$ cat src/rtl/count_pkg.sv
// Shared definitions for the up/down counter exercise set.
package count_pkg;

    // Default counter width, shared with count_module.
    localparam int COUNT_WIDTH = 4;

    // One bit is enough for the two-state down-counter FSM.
    typedef enum logic {
        IDLE = 1'b0,
        RUN  = 1'b1
    } cd_state_t;

endpackage : count_pkg

$ cat src/rtl/count_down_module.sv
// Loadable down-counter/timer with valid/ready load, stop and auto-reload.
//
//  state | meaning
//  ------+-----------------------------------------------------------------
//  IDLE  | waiting for a load; load_ready high, number holds its last value
//  RUN   | counting down under en; at zero either reload or return to IDLE
module count_down_module
    import count_pkg::*;
#(
    parameter int WIDTH = COUNT_WIDTH
) (
    input  logic             clk,
    input  logic             rst,
    input  logic             load_valid,
    output logic             load_ready,
    input  logic [WIDTH-1:0] load_value,
    input  logic             en,
    input  logic             stop,
    input  logic             reload_en,
    output logic [WIDTH-1:0] number,
    output logic             zero,
    output logic             done,
    output logic             busy
);

    localparam logic [WIDTH-1:0] ZERO_VAL = '0;
    localparam logic [WIDTH-1:0] ONE_VAL  = {{(WIDTH-1){1'b0}}, 1'b1};

    cd_state_t        state_q, state_d;
    logic [WIDTH-1:0] number_q, number_d;
    logic [WIDTH-1:0] reload_q, reload_d;
    logic             done_q, done_d;

    // State, count, reload value and done pulse registers.
    always_ff @(posedge clk) begin
        if (rst) begin
            state_q  <= IDLE;
            number_q <= '0;
            reload_q <= '0;
            done_q   <= 1'b0;
        end else begin
            state_q  <= state_d;
            number_q <= number_d;
            reload_q <= reload_d;
            done_q   <= done_d;
        end
    end

    // Next-state logic: stop beats expiry/reload, which beats decrement.
    always_comb begin
        state_d  = state_q;
        number_d = number_q;
        reload_d = reload_q;
        done_d   = 1'b0;
        unique case (state_q)
            IDLE: begin
                if (load_valid) begin
                    number_d = load_value;
                    reload_d = load_value;
                    if (load_value != ZERO_VAL) begin
                        state_d = RUN;
                    end else begin
                        // Immediate expiry; back-to-back zero loads must not
                        // stretch done into a two-cycle pulse.
                        done_d = !done_q;
                    end
                end
            end
            RUN: begin
                if (stop) begin
                    state_d = IDLE;
                end else if (number_q == ZERO_VAL) begin
                    if (reload_en && (reload_q != ZERO_VAL)) begin
                        number_d = reload_q;
                    end else begin
                        state_d = IDLE;
                    end
                end else if (en) begin
                    number_d = number_q - ONE_VAL;
                    done_d   = (number_q == ONE_VAL);
                end
            end
            default: begin
                state_d = IDLE;
            end
        endcase
    end

    assign number     = number_q;
    assign zero       = (number_q == ZERO_VAL);
    assign done       = done_q;
    assign busy       = (state_q == RUN);
    assign load_ready = (state_q == IDLE);

endmodule : count_down_module

$ cat config.mk
export PLATFORM = sky130hd
export DESIGN_NAME = count_down_module
export DESIGN_NICKNAME = d
export VERILOG_FILES = /design/src/rtl/count_pkg.sv /design/src/rtl/count_down_module.sv
export SDC_FILE = /design/constraint.sdc
export NUM_CORES = 1
export LEC_CHECK = 0
export CAP_MARGIN = 5
export CELL_PAD_IN_SITES_DETAIL_PLACEMENT = 1
export CELL_PAD_IN_SITES_GLOBAL_PLACEMENT = 1
export CORE_MARGIN = 2
export CORE_UTILIZATION = 30
export DETAILED_ROUTE_END_ITERATION = 8
export PLACE_DENSITY_LB_ADDON = 0.1
export SYNTH_ARGS = -nofsm -noshare
export SYNTH_HDL_FRONTEND = slang
export SYNTH_SLANG_ARGS = --single-unit
$ cat constraint.sdc
create_clock -name clk -period 1.6 [get_ports clk]
set_input_delay 0.24 -clock clk [delete_from_list [all_inputs] [get_ports clk]]
set_output_delay 0.24 -clock clk [all_outputs]
set_load 0.02 [all_outputs]
* After elaboration in Yosys (flattened, before gate mapping) *
Cells that the tools add are included.
Widths: inputs -> output; s select.

word-level totals
  flip-flop bits (word level) = 10
  input port bits = 10
  output and inout bits = 8
  logic and storage cells = 36

operators by class
  add/sub/neg operators = 1
  eq/ne operators = 5
  multiplexer cells = 18
  bitwise operators = 1
  reductions and logical operators = 7

operator list
  kind                 number
  $mux 4               5
  $mux 1               10
  $pmux 4 s2           1
  $reduce_bool 4->1    2
  $eq 4x1->1 const B   1
  $logic_not 4->1      1
  $ne 2x2->1 const B   2
  $pmux 1 s2           2
  $reduce_and 4->1     1
  $sub 4x1->4 const B  1
  $ne 3x2->1 const B   1
  $ne 3x3->1 const B   1
  $reduce_and 2->1     1
  $logic_and 1x1->1    1
  $logic_not 1->1      1
  $not 1->1            1

* Logic depth before layout (Yosys ltp) *
Gate-level depths: netlist of run 1.

  word-level depth = 6
  mapped depth = 6
  mapped depth without buffers = 6

* Least setup slack after synthesis of run 1 *
Ideal clock, no wire load.

  path kind = reg-to-reg
  start point = register number_q[0], in the netlist number[0]
  end point = register number_q[3], in the netlist number[3]
  library setup time = 0.133 ns
  arrival = 1.778 ns
  data required time = 1.467 ns
  setup slack = -0.311 ns
  stages on the path, launching flop included = 7
  buffers on the path = 0
  cell sequence = dfxtp_1 inv_1 ha_1 nor3b_4 nor4b_4 or2_2 a311oi_2

RTL lines
  element                   line                     text
  start: declaration        count_down_module.sv:30  logic [WIDTH-1:0] number_q, number_d;
  start signal: assignment  count_down_module.sv:43  number_q <= number_d;
  $logic_not 4->1 *         n/a
  via zero                  count_down_module.sv:21  output logic zero,
  $mux 4                    count_down_module.sv:72  end else if (number_q == ZERO_VAL) begin
  $mux 4                    count_down_module.sv:70  if (stop) begin
  $pmux 4 s2                count_down_module.sv:55  unique case (state_q)

The timed path passes the listed nets; every way through them passes the cells marked *. The select of a mux whose other input is x is not followed.
A chain may end at the register's enable or synchronous reset.

* Worst setup path after layout of run 1 *
  start point = register number_q[1], in the netlist number[1]
  end point = output zero

on the way
  word-level cells in the longest chain between the ends = 1

RTL lines
  element           line                     text
  $logic_not 4->1   count_down_module.sv:90  assign zero = (number_q == ZERO_VAL);
  end: declaration  count_down_module.sv:21

Every way passes these cells.

==> results of run 1 <==
-- power by group --
part / total, mW / switching, mW / internal [mW]
sequential: 0.292 / 0.0231 / 0.269
clock: 0.246 / 0.107 / 0.139
combinational: 0.329 / 0.161 / 0.168
-- how the worst max path moves through the flow --
stage	startpoint	endpoint	depth (start not counted)
floorplan	number[0]	number[3]	6
global placement	reload_en	number[3]	5
global route	number[1]	number[0]	8
CTS	number[1]	number[0]	7
finish	number[1]	zero	4
detailed placement	reload_en	number[3]	5
-- per-stage QoR --
| stage | total power, mW | hold slack (ps) | cell area (sq um) | setup slack (ps) |
|---|---|---|---|---|
| after detailed placement | 0.629 | 512 | 992 | -94.3 |
| after CTS | 0.885 | 523 | 1040 | -72.7 |
| after global routing | 0.929 | 554 | 1040 | -113 |
| final | 0.867 | 524 | 1040 | -21.6 |
| after global placement | 0.624 | 498 | 992 | -64.1 |
| after floorplan | 0.472 | 376 | 681 | -178 |
-- timing repair --
item	4_1_cts	5_1_grt
setup endpoints to repair	11	6
setup buffers	1	1
hold endpoints to repair	0	0
pin swaps	2	3
hold buffers	0	0
resized for setup	11	2
-- worst max-delay path, cell delays in order (launching register included) --
cell and delay, ps:
dfxtp_4 350, inv_4 60, ha_4 130, nor3b_4 200
dlygate4sd2_1 370
-- metal layers --
metal	up-vias	GRT usage	routed length, um
met1	329	0.249	989
met5	-	0	0
met4	0	0.0811	34
met2	10	0.318	1030
li1	342	-	-
met3	4	0.0417	57
-- logic make-up (layout without fill, tap and decap cells) --
family          Yosys count  in the layout
simple gates             31             31
compound gates           21             21
flops                    10             10
buf+inv                  10             45
fa+ha+maj                 2              2
mux                       2              2
-- cells in the final DEF (no fill, tap or decap), types with 2 or more instances in the layout --
cell type	Yosys	layout
nor2_1	6	6
a21oi_1	9	8
clkdlybuf4s50_1	0	10
nand2b_1	3	3
clkbuf_4	0	3
dfxtp_1	10	7
inv_1	7	5
o211ai_1	2	2
buf_4	0	16
dfxtp_4	0	2
dlygate4sd2_1	0	7
nand2_1	10	10
mux2i_1	2	2
o21ai_0	2	2
inv_4	0	2
-- layout make-up --
cell class	count	area (sq um)	share of cell area
well taps	27	33.8	0.0323
clock buffers	4	36.3	0.0347
multi-input cells	56	442	0.423
flip-flops and latches	10	209	0.200
inverters	7	31.3	0.0299
repair buffers	34	293	0.280
-- registers in the layout, summed over array words and instances, names as in the netlist --
| name | count |
|---|---|
| number | 4 |
| busy | 1 |
| reload_q | 4 |
| done | 1 |
==> impl_metrics.ini, run 1 <==
[logic_synthesis]
synth_xor_area_frac = 0
synth.distinct_cells = 31
synth_adder_area_share = 0.0385
netlist_top_cells_area = dfxtp_1 31%, a21oi_1 6.9%, nand2_1 5.8%, o41ai_4 4.2%, inv_1 4.0%
synth_top_cells_by_count = 10 x dfxtp_1, 10 x nand2_1, 9 x a21oi_1
yosys.area_share.simple = 0.290
synth_async_sr_flop_share = 0
synth_top_family_by_area = simple AND/OR/NAND/NOR gates
synth_edf_count = 0
netlist.area_leader.share = 0.308
yosys.area.top_type = dfxtp_1
synth_flop_cell = dfxtp_1
syn_nets = 88
synthMuxAreaShare = 0.0308
avgSynthCellArea_sq_um = 8.56
synthesis.instances = 76
synth-seq-area-share = 0.308
yosys_warnings = 0
ys_ff_latch = 10
syn_area_sq_um = 651
synth_compound_area_frac = 0.262

[sta]
hold_viol_final = 0
setup_violations = 4
finalCritPeriodShare = 1.01
setup_slack_ps = -21.6
min_period_ps = 1620
finalClockSkew_ps = 3.91
setup-tns-final_ps = -48.6
finalMaxSlewViolations = 0
worst_slew_pin_slew_ps = 403
relSlewSlack = 0.731
fmax_ghz = 0.617
rsz0062_at_grt = true

[global_routing]
antenna_found_initial = 0
grt_max_degree = 9
grt_use_total = 0.195
grt_pass1_vias = 745
grt_overflow = 0
grt_pass1_wl_um = 3600

[clock_tree]
cts_tree = done
clkSinkCount = 10
cts-htree-levels = 1
cts_buffer_depth = 2
clk_pin_slew_ps = 80
root_buffer = clkbuf_4
cts_buffers = 3
clk_latency_ps = 280

[final_layout]
layout.cells.non_filler = 138
nets = 124
area_growth_pct = 60.6
drive_gt1_frac = 0.342
fillCellCount = 245
postLayoutCoreUtil = 0.522
antennaDiodeCount = 0

[routing]
vias = 685
avgViaCountPerCell = 4.96
wl_per_cell_um = 15.3
drc = 0
first_iter_violations = 7
drt-total-wl_um = 2110
ant_nets = 0
firstDrtPassIters = 3

[worst_hold_path]
hold_path_class = reg -> reg
min_from = reload_q[3]
hold_depth = 2
holdPathEnd = reload_q[3]

[power_and_ir_drop]
pwr_density_cell_nw_per_um2 = 830
power.leakage_nw = 0.426
ir_worst_vdd_mv = 0.467

[status]
status = finished with violations
violations = negative setup slack

[flow_run]
maxCapViolations = 0

[critical_path]
worstReg2RegEnd = number[3]
rr_startpoint = number[0]
worstPathArrival_ps = 1380
critPathKind = reg -> out
end_kind = output port
cp_max_fo = 2
required_ps = 1360
timing.reg2reg.setup_slack_ps = -10
setup.worst_path.start_class = register
rr_worst_depth = 8

[floorplan]
die-height_um = 50.6
core_area_sq_um = 2000
initial_core_util = 0.325
rows = 16
dieWidth_um = 50.6
pin_count = 18
dieArea_sq_um = 2560

[placement]
port_buffers = 17
place.gp.congestion = 0.766
placed_cells = 134
place_hpwl_um = 1660
Note: power is estimated with default switching activity, not from simulation.
==> inputs of run 2 (changes only) <==
- SLEW_MARGIN: default -> 20
==> results of run 2 <==
No change in the layout: final DEF, timing and power equal those of run 1.
